File: config.mk
export PLATFORM = sky130hd
export DESIGN_NAME = alu_seq_ctrl
export DESIGN_NICKNAME = d
export VERILOG_FILES = /design/src/rtl/alu_seq_pkg.sv /design/src/rtl/alu_seq_decode.sv /design/src/rtl/alu_seq_ctrl.sv
export SDC_FILE = /design/constraint.sdc
export NUM_CORES = 1
export LEC_CHECK = 0
export CAP_MARGIN = 20
export CORE_MARGIN = 3
export CORE_UTILIZATION = 39
export CTS_CLUSTER_DIAMETER = 120
export DETAILED_ROUTE_END_ITERATION = 10
export PLACE_DENSITY_LB_ADDON = 0.1
export SYNTH_ARGS = -nofsm -noshare
export SYNTH_HDL_FRONTEND = slang
export SYNTH_SLANG_ARGS = --single-unit
File: constraint.sdc
create_clock -name clk -period 1.98 [get_ports clk]
set_clock_uncertainty 0.05 [all_clocks]
set_input_delay 0.198 -clock clk [delete_from_list [all_inputs] [get_ports clk]]
set_output_delay 0.198 -clock clk [all_outputs]
set_load 0.02 [all_outputs]
File: src/rtl/alu_seq_pkg.sv
// Shared definitions for the ALU control sequencer: ALU control codes,
// MIPS opcode/funct values, operand-select and immediate-extend modes,
// the sequencer FSM state type and an immediate extension helper.
package alu_seq_pkg;

  // ALU control codes
  localparam logic [3:0] ALUC_ADD = 4'b0000;
  localparam logic [3:0] ALUC_SUB = 4'b0100;
  localparam logic [3:0] ALUC_AND = 4'b0001;
  localparam logic [3:0] ALUC_OR  = 4'b0101;
  localparam logic [3:0] ALUC_XOR = 4'b0010;
  localparam logic [3:0] ALUC_LUI = 4'b0110;
  localparam logic [3:0] ALUC_SLL = 4'b0011;
  localparam logic [3:0] ALUC_SRL = 4'b0111;
  localparam logic [3:0] ALUC_SRA = 4'b1111;

  // Primary opcodes
  localparam logic [5:0] OP_RTYPE = 6'b000000;
  localparam logic [5:0] OP_BEQ   = 6'b000100;
  localparam logic [5:0] OP_BNE   = 6'b000101;
  localparam logic [5:0] OP_ADDI  = 6'b001000;
  localparam logic [5:0] OP_ANDI  = 6'b001100;
  localparam logic [5:0] OP_ORI   = 6'b001101;
  localparam logic [5:0] OP_XORI  = 6'b001110;
  localparam logic [5:0] OP_LUI   = 6'b001111;

  // R-type funct codes
  localparam logic [5:0] FN_ADD = 6'b100000;
  localparam logic [5:0] FN_SUB = 6'b100010;
  localparam logic [5:0] FN_AND = 6'b100100;
  localparam logic [5:0] FN_OR  = 6'b100101;
  localparam logic [5:0] FN_XOR = 6'b100110;
  localparam logic [5:0] FN_SLL = 6'b000000;
  localparam logic [5:0] FN_SRL = 6'b000010;
  localparam logic [5:0] FN_SRA = 6'b000011;

  // Operand A source: register rs or the shift amount field
  typedef enum logic {A_RS, A_SHAMT} a_sel_t;
  // Operand B source: register rt or the extended immediate
  typedef enum logic {B_RT, B_IMM} b_sel_t;
  // Immediate extension mode
  typedef enum logic {EXT_ZERO, EXT_SIGN} ext_t;

  // Sequencer FSM states
  typedef enum logic [2:0] {IDLE, DEC, EXE, WB, BR} state_t;

  function automatic logic [31:0] extend_imm(input logic [15:0] imm, input ext_t mode);
    return (mode == EXT_SIGN) ? {{16{imm[15]}}, imm} : {16'b0, imm};
  endfunction

endpackage

File: src/rtl/alu_seq_decode.sv
// Pure combinational instruction decoder for the ALU control sequencer.
// Ports:
//   inst      in  32  instruction word
//   aluc      out 4   ALU control code
//   a_sel     out     operand A source (rs or shamt)
//   b_sel     out     operand B source (rt or immediate)
//   ext       out     immediate extension mode
//   dest      out 5   destination register (rd for R-type, rt for I-type)
//   is_branch out 1   beq/bne
//   is_bne    out 1   branch sense is inverted (bne)
//   illegal   out 1   unsupported opcode or funct
module alu_seq_decode
  import alu_seq_pkg::*;
(
  input  logic [31:0] inst,
  output logic [3:0]  aluc,
  output a_sel_t      a_sel,
  output b_sel_t      b_sel,
  output ext_t        ext,
  output logic [4:0]  dest,
  output logic        is_branch,
  output logic        is_bne,
  output logic        illegal
);

  logic [5:0] op;
  logic [5:0] funct;
  logic [4:0] rt;
  logic [4:0] rd;

  assign op    = inst[31:26];
  assign funct = inst[5:0];
  assign rt    = inst[20:16];
  assign rd    = inst[15:11];

  // rs and shamt are consumed by the datapath, not by the decoder
  logic unused_fields;
  assign unused_fields = ^{inst[25:21], inst[10:6]};

  always_comb begin
    aluc      = ALUC_ADD;
    a_sel     = A_RS;
    b_sel     = B_RT;
    ext       = EXT_ZERO;
    dest      = 5'd0;
    is_branch = 1'b0;
    is_bne    = 1'b0;
    illegal   = 1'b0;
    case (op)
      OP_RTYPE: begin
        dest = rd;
        case (funct)
          FN_ADD: aluc = ALUC_ADD;
          FN_SUB: aluc = ALUC_SUB;
          FN_AND: aluc = ALUC_AND;
          FN_OR:  aluc = ALUC_OR;
          FN_XOR: aluc = ALUC_XOR;
          FN_SLL: begin aluc = ALUC_SLL; a_sel = A_SHAMT; end
          FN_SRL: begin aluc = ALUC_SRL; a_sel = A_SHAMT; end
          FN_SRA: begin aluc = ALUC_SRA; a_sel = A_SHAMT; end
          default: illegal = 1'b1;
        endcase
      end
      OP_ADDI: begin aluc = ALUC_ADD; b_sel = B_IMM; ext = EXT_SIGN; dest = rt; end
      OP_ANDI: begin aluc = ALUC_AND; b_sel = B_IMM; dest = rt; end
      OP_ORI:  begin aluc = ALUC_OR;  b_sel = B_IMM; dest = rt; end
      OP_XORI: begin aluc = ALUC_XOR; b_sel = B_IMM; dest = rt; end
      OP_LUI:  begin aluc = ALUC_LUI; b_sel = B_IMM; dest = rt; end
      OP_BEQ:  begin aluc = ALUC_SUB; is_branch = 1'b1; end
      OP_BNE:  begin aluc = ALUC_SUB; is_branch = 1'b1; is_bne = 1'b1; end
      default: illegal = 1'b1;
    endcase
  end

endmodule

File: src/rtl/alu_seq_ctrl.sv
// Multi-cycle ALU control sequencer. Accepts one instruction per handshake,
// reads operands from the register file, drives the external ALU, then
// issues a register write-back, a branch decision, or an illegal strobe.
// Ports:
//   clk, clrn            clock, synchronous active-low reset
//   inst_valid/inst      instruction offer; inst_ready high while idle
//   rs_addr/rt_addr      register-file read addresses (out)
//   rs_data/rt_data      register-file read data, combinational (in)
//   alu_a/alu_b/aluc     ALU operands and control (out)
//   alu_r/alu_z          ALU result and zero flag (in)
//   wb_valid/addr/data   write-back request held until wb_ready
//   br_valid/taken/off   one-cycle branch decision
//   err                  one-cycle illegal-instruction strobe
// All outputs are registered.
module alu_seq_ctrl
  import alu_seq_pkg::*;
(
  input  logic        clk,
  input  logic        clrn,
  input  logic        inst_valid,
  input  logic [31:0] inst,
  output logic        inst_ready,
  output logic [4:0]  rs_addr,
  output logic [4:0]  rt_addr,
  input  logic [31:0] rs_data,
  input  logic [31:0] rt_data,
  output logic [31:0] alu_a,
  output logic [31:0] alu_b,
  output logic [3:0]  aluc,
  input  logic [31:0] alu_r,
  input  logic        alu_z,
  output logic        wb_valid,
  output logic [4:0]  wb_addr,
  output logic [31:0] wb_data,
  input  logic        wb_ready,
  output logic        br_valid,
  output logic        br_taken,
  output logic [31:0] br_off,
  output logic        err
);

  state_t      state_reg;
  state_t      state_next;
  logic [31:0] inst_reg;

  logic [3:0]  dec_aluc;
  a_sel_t      dec_a_sel;
  b_sel_t      dec_b_sel;
  ext_t        dec_ext;
  logic [4:0]  dec_dest;
  logic        dec_is_branch;
  logic        dec_is_bne;
  logic        dec_illegal;

  // The latched instruction stays stable from DEC through WB/BR, so the
  // decoder output is valid in every state that consumes it.
  alu_seq_decode u_decode (
    .inst      (inst_reg),
    .aluc      (dec_aluc),
    .a_sel     (dec_a_sel),
    .b_sel     (dec_b_sel),
    .ext       (dec_ext),
    .dest      (dec_dest),
    .is_branch (dec_is_branch),
    .is_bne    (dec_is_bne),
    .illegal   (dec_illegal)
  );

  // inst_ready is registered and stays low for the first idle cycle after
  // reset, so acceptance keys off the registered flag.
  logic accept;
  assign accept = (state_reg == IDLE) && inst_ready && inst_valid;

  logic [31:0] a_next;
  logic [31:0] b_next;
  assign a_next = (dec_a_sel == A_SHAMT) ? {27'b0, inst_reg[10:6]} : rs_data;
  assign b_next = (dec_b_sel == B_IMM) ? extend_imm(inst_reg[15:0], dec_ext) : rt_data;

  always_comb begin
    state_next = state_reg;
    unique case (state_reg)
      IDLE: if (accept) state_next = DEC;
      DEC:  state_next = dec_illegal ? IDLE : EXE;
      EXE: begin
        if (dec_is_branch)       state_next = BR;
        else if (dec_dest != '0) state_next = WB;
        else                     state_next = IDLE;
      end
      WB:   if (wb_ready) state_next = IDLE;
      BR:   state_next = IDLE;
      default: state_next = IDLE;
    endcase
  end

  always_ff @(posedge clk) begin
    if (!clrn) begin
      state_reg  <= IDLE;
      inst_reg   <= '0;
      inst_ready <= 1'b0;
      rs_addr    <= '0;
      rt_addr    <= '0;
      alu_a      <= '0;
      alu_b      <= '0;
      aluc       <= '0;
      wb_valid   <= 1'b0;
      wb_addr    <= '0;
      wb_data    <= '0;
      br_valid   <= 1'b0;
      br_taken   <= 1'b0;
      br_off     <= '0;
      err        <= 1'b0;
    end else begin
      state_reg  <= state_next;
      // Status strobes are derived from the upcoming state so that they are
      // registered yet aligned with the state they describe.
      inst_ready <= (state_next == IDLE);
      wb_valid   <= (state_next == WB);
      br_valid   <= (state_next == BR);
      err        <= (state_reg == DEC) && dec_illegal;

      if (accept) begin
        inst_reg <= inst;
        // Addresses go out during DEC so the zero-wait read returns data
        // in time to be registered at the end of DEC.
        rs_addr  <= inst[25:21];
        rt_addr  <= inst[20:16];
      end

      if ((state_reg == DEC) && !dec_illegal) begin
        aluc  <= dec_aluc;
        alu_a <= a_next;
        alu_b <= b_next;
      end

      if ((state_reg == EXE) && (state_next == WB)) begin
        wb_addr <= dec_dest;
        wb_data <= alu_r;
      end

      if ((state_reg == EXE) && (state_next == BR)) begin
        br_taken <= dec_is_bne ^ alu_z;
        br_off   <= {{14{inst_reg[15]}}, inst_reg[15:0], 2'b00};
      end
    end
  end

endmodule

==> results by group <==
Drt
  • Drt pass-1 iters: 5
  • DRC viols: 0
  • Mean number of vias per cell: 5.121
  • Vias: 6529
  • Total Wirelength: 21530 µm
  • DR WL/cell: 16.89 µm
  • Routed Antenna Nets: 0
  • Drt initial violations: 310

GRT
  • Met3 usage: ~6.2%
  • Number of global-route vias before repair: 6108
  • Largest net degree at the start of global routing: 93
  • Global-route wire length before repair: 33590 µm
  • Initial antenna violation count: 0
  • Total GRT Usage: 21.47%
  • Gr busiest metal: met2
  • Grt ovf: 0
  • Met2 Usage GRT: 34.02%
  • Met1 usage in global routing: 28.62%

Logic synthesis
  • Register bit count reported by yosys: 161
  • Ranking of synthesized cells by area: dfxtp_1 47%, nand2_1 7.6%, a21oi_1 7.2%
  • Post-synth top area share: between 40% and 50%
  • Share of flip-flops with an asynchronous set or reset: 0%
  • Number of flops mapped to enable cells by yosys: 0
  • Post-Synthesis Cells: 797
  • Syn Std Cell Area: 6814 µm²
  • Syn Area/Cell: about 8.5 µm²
  • Unique masters post-synth: 54
  • Seq/Total Area, Yosys: 47.30%
  • Yosys Warn Count: 0
  • Dominant synthesized flop cell: dfxtp_1
  • Biggest area consumer among synthesized cells: dfxtp_1

Pwr
  • Logic pwr share: roughly 18%
  • Clock share of power: 41.4%
  • Switch share: 25.47%
  • Int Pwr: 6.340 mW
  • Sw Pwr: 2.166 mW
  • Part of the power in registers: between 40% and 50%
  • Tot Pwr: 8.506 mW
  • VDD IR-drop max: 0.6242 mV
  • Leak: 3.911 nW
  • Pwr/cell area: slightly above 800 nW/µm²

Hold path
  • Hold path depth: 3
  • Hold Path Class: input pin to flop
  • Hold EP: err
  • HP Start: clrn

Floorplan
  • Die ar.: around 19000 µm²
  • Core area: between 15000 and 20000 µm²
  • # IOs: 285
  • Die X: 138.2 µm
  • Row cnt: 47
  • Starting density of the core: 40.51%
  • Die height: 138.2 µm

Run status
  • Outcome: completed

STA
  • Slew Viols, Final: 0
  • Final hold vios: 0
  • Sum Neg Setup Slack: 0 ns
  • Min Tclk post-route: 1.919 ns
  • RSZ-0062 raised after global routing: true
  • Setup WS post-layout: 0.06068 ns
  • Final setup violation count: 0
  • Period utilization: between 90% and 100%
  • Max Clk Rate: 521.0 MHz

Worst setup path
  • FF-to-FF path depth: 6
  • Crit path max fanout: 14
  • Crit start category: flop
  • Slowest-stage cell, CP: or3_1
  • RR Startpoint: inst_reg[31]
  • Worst path cell trace: or3_1 > a211o_1 > a21o_4 > buf_4 > nand3_1 > o21ai_0
  • Max incr delay on CP: 0.47 ns
  • CP Buf/Inv Count: 1
  • Req. time, crit path: 2.23 ns
  • Reg2reg end: wb_data[17]
  • Crit. End Element: flop
  • CP top delay family: compound AO/OA/AOI/OAI gates
  • Arrival time at the worst endpoint: 2.17 ns
  • FF-to-FF setup slack: a little over 0.06 ns
  • CP Class: flop to flop

Place
  • Port Buffer Count: 282
  • Setup WS pre-CTS: ~0.073 ns
  • RD Place Congestion: 0.7992
  • Post-DP HPWL: 14640 µm

Finish
  • Util after Layout: a little over three fifths
  • P&R area growth vs syn: 54.83%
  • Share of cells above drive strength 1: a little over a tenth
  • Fillcell total: 1490
  • Most frequent cells in the layout: 281 x clkdlybuf4s50_1, 158 x dfxtp_1, 138 x nand2_1
  • Top Registers: alu_a (32), alu_b (32), wb_data (32)
  • Nets@finish: 1175
  • # diodes: 0
  • Commonest non-fill, non-tap cell in the layout: clkdlybuf4s50_1

Clock tree
  • Inserted Clock Buffers: 17
  • Max clock buf depth: 2
  • CTS root buf: clkbuf_16
  • CTS tree: built
  • Worst-path clk slew: around 0.060 ns
  • Clk_lat worst skew: roughly 0.42 ns
  • CTS sink cnt: ~160
  • H-tree levels: 4

Flow run
  • Max-cap viol count: 0
cell families (layout without fill, tap and decap cells):
group           Yosys count  after routing  share of synthesized area (%)
buf+inv                 106            363                          8.502
other cells               1              2                        0.05503
mux                      35             35                          5.141
compound gates          223            223                          20.60
xor+xnor                  1              1                         0.1286
flops                   161            161                          47.30
simple gates            270            270                          18.27
what timing repair did:
action / 4_1_cts / 5_1_grt
setup buffers: 0 / 1
setup endpoints to repair: 2 / 62
gates resized for setup: 1 / 13
cloned: 0 / 2
hold buffers: 0 / 0
worst min-delay path, cell delays in order:
cell and delay (ns):
buf_2 0.17, nand2_1 0.07, a31oi_1 0.04
per-layer routing:
metal  vias to the layer above  part of all wire, %  wire [µm]
li1                       3254                    -          -
met2                       245                   46       9953
met3                        25                  6.6       1418
met1                      3005                   46       9814
met5                         -                    0          0
met4                         0                  1.6        348
layout make-up:
class / instances / area (µm²) / area share (%)
clock inverter: 10 / 183.9 / 1.743
multi-input combinational: 531 / 3060 / 29.01
inverter: 3 / 12.51 / 0.1186
clock buffer: 22 / 444.2 / 4.210
timing repair buffer: 328 / 3347 / 31.72
sequential: 161 / 3227 / 30.59
tap: 220 / 275.3 / 2.609
synthesized netlist by cell type (all sizes together) (2+ instances only):
cell	number
a211oi	39
a21o	2
a21oi	98
a221oi	2
a22oi	3
a31oi	2
and2	5
and3	3
buf	60
clkbuf	43
dfxtp	161
inv	3
mux2i	35
nand2	138
nand3	36
nand4	31
nor2	31
nor2b	4
nor3	7
nor3b	4
nor4	2
o21a	2
o21ai	62
o21bai	2
or3	2
per-stage QoR:
stage	cells	hold WS [ns]	area [µm²]
final	1275	0.05782	10550
after floorplan	798	0.2806	6818
after CTS	1272	0.04075	10440
after global placement	1240	0.3861	9812
after global routing	1275	0.04908	10550
after detailed placement	1240	0.3909	9812
power by group through the flow:
stage	sequential [mW]	clock, mW	combinational (mW)
floorplan	3.60	0	0.696
global placement	3.52	0	1.47
detailed placement	3.52	0	1.47
CTS	3.45	3.60	1.48
global route	3.47	3.74	1.64
finish	3.45	3.52	1.53
how the worst max path moves through the flow:
stage                            start          end  slack (ns)  cells after the start
after floorplan            inst_reg[5]     alu_a[3]        0.01                     10
after global placement     inst_reg[3]     alu_a[8]        0.09                      6
after detailed placement  inst_reg[31]    alu_b[12]        0.07                      6
after CTS                 inst_reg[31]    alu_b[12]        0.05                      6
after global routing      inst_reg[31]    alu_b[23]       -0.01                      6
final                     inst_reg[31]  wb_data[17]        0.06                      6
Power figures use the tool's default switching activity.
